[config.mk]
export PLATFORM = sky130hd
export DESIGN_NAME = alu_decode_stage
export DESIGN_NICKNAME = d
export VERILOG_FILES = /design/src/rtl/alu_decode_stage.sv
export SDC_FILE = /design/constraint.sdc
export NUM_CORES = 1
export LEC_CHECK = 0
export BUFFER_PORTS_ARGS = -buffer_cell sky130_fd_sc_hd__buf_4
export CORE_MARGIN = 5
export CORE_UTILIZATION = 30
export DETAILED_ROUTE_END_ITERATION = 8
export PLACE_DENSITY = 0.73
export SLEW_MARGIN = 20
export SYNTH_ARGS = -nofsm -noshare
export SYNTH_HDL_FRONTEND = slang
export SYNTH_SLANG_ARGS = --single-unit
[constraint.sdc]
create_clock -name clk -period 1.5 [get_ports clk]
set_clock_uncertainty 0.2 [all_clocks]
set_input_delay 0.075 -clock clk [delete_from_list [all_inputs] [get_ports clk]]
set_output_delay 0.075 -clock clk [all_outputs]
set_load 0.01 [all_outputs]
[src/rtl/alu_decode_stage.sv]
// alu_decode_stage: decodes RV32 ALU control fields into an ALU operation code,
// branch condition and branch enable, held in a single valid/ready output register.
// Optional M-extension support (multi-cycle MUL/DIV occupancy, IDLE/MCYC/DONE FSM)
// is enabled by defining the macro ALU_DECODE_MEXT_EN. Without it, funct7==0000001
// decodes as a base R-type op, busy is tied low and the stage never stalls itself.
module alu_decode_stage #(
  parameter int unsigned OP_W    = 5,
  parameter int unsigned MUL_LAT = 2,
  parameter int unsigned DIV_LAT = 8
) (
  input  logic            clk,
  input  logic            rst,
  input  logic            in_valid,
  output logic            in_ready,
  input  logic [6:0]      funct7,
  input  logic [2:0]      funct3,
  input  logic [2:0]      alu_ctrl_op,
  output logic            out_valid,
  input  logic            out_ready,
  output logic [OP_W-1:0] alu_op,
  output logic [2:0]      branch,
  output logic            branch_en,
  output logic            busy
);

  localparam logic [2:0] CLS_ADD    = 3'b000;
  localparam logic [2:0] CLS_BRANCH = 3'b001;
  localparam logic [2:0] CLS_IMM    = 3'b010;
  localparam logic [2:0] CLS_JUMP   = 3'b011;
  localparam logic [2:0] CLS_RTYPE  = 3'b100;

  // Decoded fields for the op currently presented at the input
  logic [4:0] dec_op;
  logic [2:0] dec_br;
  logic       dec_ben;
  logic       m_bit;
  logic       dec_m;

  // Output register
  logic       out_valid_q, out_valid_d;
  logic [4:0] alu_op_q, alu_op_d;
  logic [2:0] branch_q, branch_d;
  logic       branch_en_q, branch_en_d;

  logic       busy_int;
  logic       fire_in;
  logic       fire_out;

`ifdef ALU_DECODE_MEXT_EN
  typedef enum logic [1:0] {
    IDLE = 2'd0,
    MCYC = 2'd1,
    DONE = 2'd2
  } state_e;

  state_e     state_q, state_d;
  logic [3:0] cnt_q, cnt_d;
  logic       busy_q, busy_d;
  logic [3:0] lat_m1;

  assign m_bit    = (funct7 == 7'b0000001);
  assign lat_m1   = funct3[2] ? 4'(DIV_LAT - 1) : 4'(MUL_LAT - 1);
  assign busy_int = busy_q;
`else
  logic unused_funct7;

  assign m_bit         = 1'b0;
  assign unused_funct7 = ^{funct7[6], funct7[4:0]};
  assign busy_int      = 1'b0;
`endif

  assign dec_m    = m_bit && (alu_ctrl_op == CLS_RTYPE);
  assign fire_out = out_valid_q && out_ready;
  assign in_ready = !rst && !busy_int && (!out_valid_q || out_ready);
  assign fire_in  = in_valid && in_ready;

  // Combinational decode of the control class into op code and branch fields
  always_comb begin
    dec_op  = '0;
    dec_br  = '0;
    dec_ben = 1'b0;
    unique case (alu_ctrl_op)
      CLS_ADD: begin
        dec_op = '0;
      end
      CLS_BRANCH: begin
        dec_op  = 5'b01000;
        dec_br  = funct3;
        dec_ben = 1'b1;
      end
      CLS_IMM: begin
        // only shift-right immediates carry the arithmetic/logical selector
        dec_op = {1'b0, (funct3 == 3'b101) ? funct7[5] : 1'b0, funct3};
      end
      CLS_JUMP: begin
        dec_op  = '0;
        dec_br  = 3'b010;
        dec_ben = 1'b1;
      end
      CLS_RTYPE: begin
        dec_op = {m_bit, funct7[5], funct3};
      end
      default: begin
        dec_op  = '0;
        dec_br  = '0;
        dec_ben = 1'b0;
      end
    endcase
  end

  // Next-state logic for the output register and (optionally) the M-op FSM
  always_comb begin
    out_valid_d = out_valid_q;
    alu_op_d    = alu_op_q;
    branch_d    = branch_q;
    branch_en_d = branch_en_q;
`ifdef ALU_DECODE_MEXT_EN
    state_d = state_q;
    cnt_d   = cnt_q;
    busy_d  = busy_q;
    unique case (state_q)
      MCYC: begin
        if (cnt_q == 4'd0) begin
          state_d     = DONE;
          busy_d      = 1'b0;
          out_valid_d = 1'b1;
        end else begin
          cnt_d = cnt_q - 4'd1;
        end
      end
      default: begin
        // IDLE and DONE share handshake handling; DONE only differs in
        // holding a finished M result, which the output register already does
        if (fire_out) begin
          out_valid_d = 1'b0;
          state_d     = IDLE;
        end
        if (fire_in) begin
          alu_op_d    = dec_op;
          branch_d    = dec_br;
          branch_en_d = dec_ben;
          if (dec_m) begin
            state_d     = MCYC;
            busy_d      = 1'b1;
            cnt_d       = lat_m1;
            out_valid_d = 1'b0;
          end else begin
            state_d     = IDLE;
            out_valid_d = 1'b1;
          end
        end
      end
    endcase
`else
    if (fire_out) begin
      out_valid_d = 1'b0;
    end
    if (fire_in) begin
      alu_op_d    = dec_op;
      branch_d    = dec_br;
      branch_en_d = dec_ben;
      out_valid_d = 1'b1;
    end
`endif
  end

  // State and output registers, cleared asynchronously on reset
  always_ff @(posedge clk or posedge rst) begin
    if (rst) begin
      out_valid_q <= 1'b0;
      alu_op_q    <= '0;
      branch_q    <= '0;
      branch_en_q <= 1'b0;
`ifdef ALU_DECODE_MEXT_EN
      state_q     <= IDLE;
      cnt_q       <= '0;
      busy_q      <= 1'b0;
`endif
    end else begin
      out_valid_q <= out_valid_d;
      alu_op_q    <= alu_op_d;
      branch_q    <= branch_d;
      branch_en_q <= branch_en_d;
`ifdef ALU_DECODE_MEXT_EN
      state_q     <= state_d;
      cnt_q       <= cnt_d;
      busy_q      <= busy_d;
`endif
    end
  end

  assign out_valid = out_valid_q;
  assign alu_op    = alu_op_q[OP_W-1:0];
  assign branch    = branch_q;
  assign branch_en = branch_en_q;
  assign busy      = busy_int;

endmodule

# Yosys cells after proc, flatten, opt, wreduce, memory -nomap -nowiden
# Index checks and enable logic that the tools add are counted.
[op_classes]
add_sub_neg = 0
multipliers = 0
div = 0
n_lt_le_gt_ge = 0
eq_ne = 5
shifts = 0
muxes = 6
n_bitwise = 0
n_reduce_logical = 8
[ops]
columns = ["op", "n"]
rows = [
  ["$pmux 4 s3", 1],
  ["$eq 3x2->1 const B", 2],
  ["$eq 3x3->1 const B", 2],
  ["$pmux 3 s2", 1],
  ["$mux 1", 4],
  ["$eq 3x1->1 const B", 1],
  ["$logic_and 1x1->1", 3],
  ["$logic_not 1->1", 2],
  ["$reduce_bool 2->1", 1],
  ["$reduce_or 2->1", 1],
  ["$logic_or 1x1->1", 1],
]
[totals]
reg_bits = 10
latchBits = 0
ram_bits = 0
mem_bits_ro = 0
input_bits = 17
out_inout_bits = 12
elab_cells = 23
mem_count = 0

# Logic depth before layout (Yosys ltp)
[logic_depth]
depth_word = 5
mapped_depth = 4
mapped_depth_nobuf = 4

# Worst setup path before layout
# Ideal clock, no wire load.
[synth_timing]
path_kind = "flip-flop to flip-flop"
from = "register out_valid_q, in the netlist out_valid"
to = "register alu_op_q[0], in the netlist alu_op[0]"
setup_time_ns = 0.066
t_arrival_ns = 0.994
t_required_ns = 1.234
path_slack_ns = 0.240
path_stages_with_launch = 5
n_path_buf = 0
synth_period_minus_slack_ns = 1.260
path_cell_list = "dfrtp_1 nand2b_4 nand3_4 nor3_2 a22o_1"
[synth_between]
elab_chain_cells = 4
[synth_lines]
columns = ["item", "line", "text"]
rows = [
  ["from (decl)", "40", "logic out_valid_q, out_valid_d;"],
  ["from (signal assigned)", "180", "out_valid_q <= out_valid_d;"],
  ["$logic_not 1->1", "74", "assign in_ready = !rst && !busy_int && (!out_valid_q || out_ready);"],
  ["$logic_or 1x1->1", "74", ""],
  ["$logic_and 1x1->1", "74", ""],
  ["$logic_and 1x1->1", "75", "assign fire_in = in_valid && in_ready;"],
  ["to (signal assigned)", "181", "alu_op_q <= alu_op_d;"],
  ["to (decl)", "41", "logic [4:0] alu_op_q, alu_op_d;"],
]
# No other way between the ends.
# A chain may end at the register's enable or synchronous reset.

# Final worst setup path
[layout_timing]
from = "input rst"
to = "output in_ready"
[layout_between]
elab_chain_cells = 2
[layout_lines]
columns = ["item", "line", "text"]
rows = [
  ["from (decl)", "12", "input logic rst,"],
  ["$logic_not 1->1 (no line)", "-", ""],
  ["$logic_and 1x1->1", "74", ""],
  ["to (decl)", "14", "output logic in_ready,"],
]
# No other way between the ends.

==> metrics.yaml <==
pin_count: 29
power_frac_clock_pct: 29.3
drt_pre_antenna_iters: 1
synthTopCellsByArea: "dfrtp_1, nand2_1, a22o_1"
root_buffer: "clkbuf_4"
die_y_um: 48.3
combPwrFrac_pct: 26.9
drcViolationCount: 0
place_hpwl_um: 870
max_freq_ghz: 0.679
clock_latency_ns: 0.26
cp.arrival_ns: 1.20
die_area_um2: 2330
die_w_um: 48.3
viasPerCell: 4.63
worstSetupPathType: "input pin to primary output"
hold_path.class: "register to register"
worstPathMaxFanout: 3
grt_pass1_wl_um: 1790
core_um2: 1350
synth_edf_count: 0
regToRegStartpoint: "out_valid"
grt_max_degree: 11
crit_top_cell: "buf_4"
synth_commonest_cells: "dfrtp_1, nand2_1, a22o_1"
yosysTopAreaCell: "dfrtp_1"
grt.total_usage_pct: 11.9
r2r_end: "alu_op[0]"
synth.avg_cell_area_um2: 9.98
ys_seq_elements: 9
crit_end: "in_ready"
drt_wl_total_um: 1220
async_reset_ff_share_pct: 100
vias: 440
htree_levels: 1
reg2reg_slack_ns: 0.16
p_int_w: 0.000467
status: "completed"
critPathSlowestCell: "dlygate4sd3_1"
clockBufferDepth: 2
required_ns: 1.22
ys_seq_area_share_pct: 51.3
diodes: 0
worst_setup_path_end_kind: "primary output"
crit_chain: "dlygate4sd3_1, buf_4, inv_2, buf_4, and2_4, buf_4"
p_per_area_nw_per_um2: 856
drive_gt1_share_pct: 37.5
cts_buffers: 3
first_iter_violations: 0
nFillCells: 122
pwr-share-seq_pct: 43.7
setup_viol: 0
yosys.area.top_type_share_pct: 51.3
fin_hold_ws_ns: 0.276
fin_total_pwr_w: 0.000643
worst-r2r-cell-count: 4
setup_ws_ns: 0.0269
grt_use_met2_pct: 19.8
cts_sinks: 9
fin_tns_setup_ns: 0
grt-ovfl-total: 0
antenna_found_initial: 0
use_met1_pct: 13.0
rsz0062_at_grt: "false"
synth_cell_types: 21
port_buffers: 20
ant_nets: 0
min_period_ns: 1.47
final.period_utilization_pct: 98.2
gp_congestion: 0.755
start_kind: "input pin"
power_switching_w: 0.000176
grt-busiest-layer: "met2"
maxCapViolCount: 0
ys_warn_count: 0
grt_pass1_vias: 431
cts_tree: "yes"
peakVddDrop_uv: 413
leakagePower_nw: 0.387
placementRows: 13
startpoint: "rst"
netlist_area_um2: 439
slew_viol_final: 0
synthFlopType: "dfrtp_1"
cts.clk_slew.worst_paths_ns: 0.06
start_util_pct: 32.5
layout.nets: 98
dp_slack_ns: 0.167
synth_cells: 44
wl_per_cell_um: 12.9
hold_viol: 0
met3_usage_pct: 3.32
swShare_pct: 27.4
syn_to_final_growth_pct: 71.2
critPathMaxStageDelay_ns: 0.55
## power by group through the flow
stage | Sequential [W] | Clock (W) | Combinational [W]
global placement | 0.000285 | 0 | 0.000143
CTS | 0.000281 | 0.000195 | 0.000168
finish | 0.000281 | 0.000189 | 0.000173
floorplan | 0.000298 | 0 | 0.0000557
global route | 0.000284 | 0.000204 | 0.000189
detailed placement | 0.000286 | 0 | 0.000147
## kinds of logic (layout without fill, tap and decap cells)
kind of cell | after synthesis | count (layout) | share of synthesized area (%)
other cells | 1 | 2 | 0.854
simple gates | 20 | 20 | 27.6
compound gates | 8 | 8 | 12.3
buf+inv | 5 | 40 | 5.98
flops | 9 | 9 | 51.3
xor+xnor | 1 | 1 | 1.99
## worst min-delay path by stage
stage | to | start | depth (start not counted)
5_1_grt | branch[2] | branch[2] | 2
3_5_place_dp | branch_en | rst | 2
3_3_place_gp | branch_en | rst | 2
4_1_cts | branch_en | rst | 2
2_1_floorplan | alu_op[0] | rst | 1
6_report | branch[2] | branch[2] | 2
## critical path, delay by kind of cell
family                 cells  cell delay (ns)
buffers and inverters      5             1.01
and+or+nand+nor            1             0.12
## flip-flops by register name, indices dropped and copies added, names as in the netlist
name and count:
out_valid 1, alu_op 4, branch_en 1, branch 3
## area by class of cell
cell class / count / area, um^2 / area share, %
flip-flops and latches: 9 / 225 / 30.0
inverters: 3 / 11.3 / 1.50
multi-input cells: 31 / 193 / 25.6
well taps: 15 / 18.8 / 2.50
clock buffers: 4 / 26.3 / 3.49
repair buffers: 33 / 278 / 36.9
## placed cells by master, fill, tap and decap left out, types with 2 or more instances in the layout
| cell | Yosys | final |
|---|---|---|
| conb_1 | 1 | 2 |
| a22o_1 | 3 | 3 |
| inv_1 | 2 | 2 |
| buf_4 | 2 | 21 |
| nand2_1 | 9 | 9 |
| clkbuf_4 | 0 | 3 |
| nand3_1 | 2 | 2 |
| dfrtp_1 | 9 | 9 |
| dlygate4sd3_1 | 0 | 12 |
| o21ai_0 | 2 | 2 |
| nor2_1 | 2 | 2 |
## metal layers
metal / part of all wire (%) / vias up / wire [um]
met3: 11 / 2 / 136
met5: 0 / - / 0
met2: 45 / 19 / 548
li1: - / 219 / -
met1: 42 / 200 / 514
met4: 1.9 / 0 / 23
## metrics by stage
stage               area [um^2]  util [%]  std cells
finish                      752      55.7         95
detailed placement          604      44.8         79
floorplan                   443         -         45
CTS                         731      54.1         93
global route                752      55.7         95
global placement            604      44.8         79
## repair_timing
| item | CTS | global route |
|---|---|---|
| setup endpoints to repair | 0 | 1 |
| gates resized for setup | 0 | 1 |
| setup buffers | 0 | 0 |
| hold buffers | 10 | 2 |
| hold endpoints to repair | 18 | 4 |
Note: power is estimated with default switching activity, not from simulation.
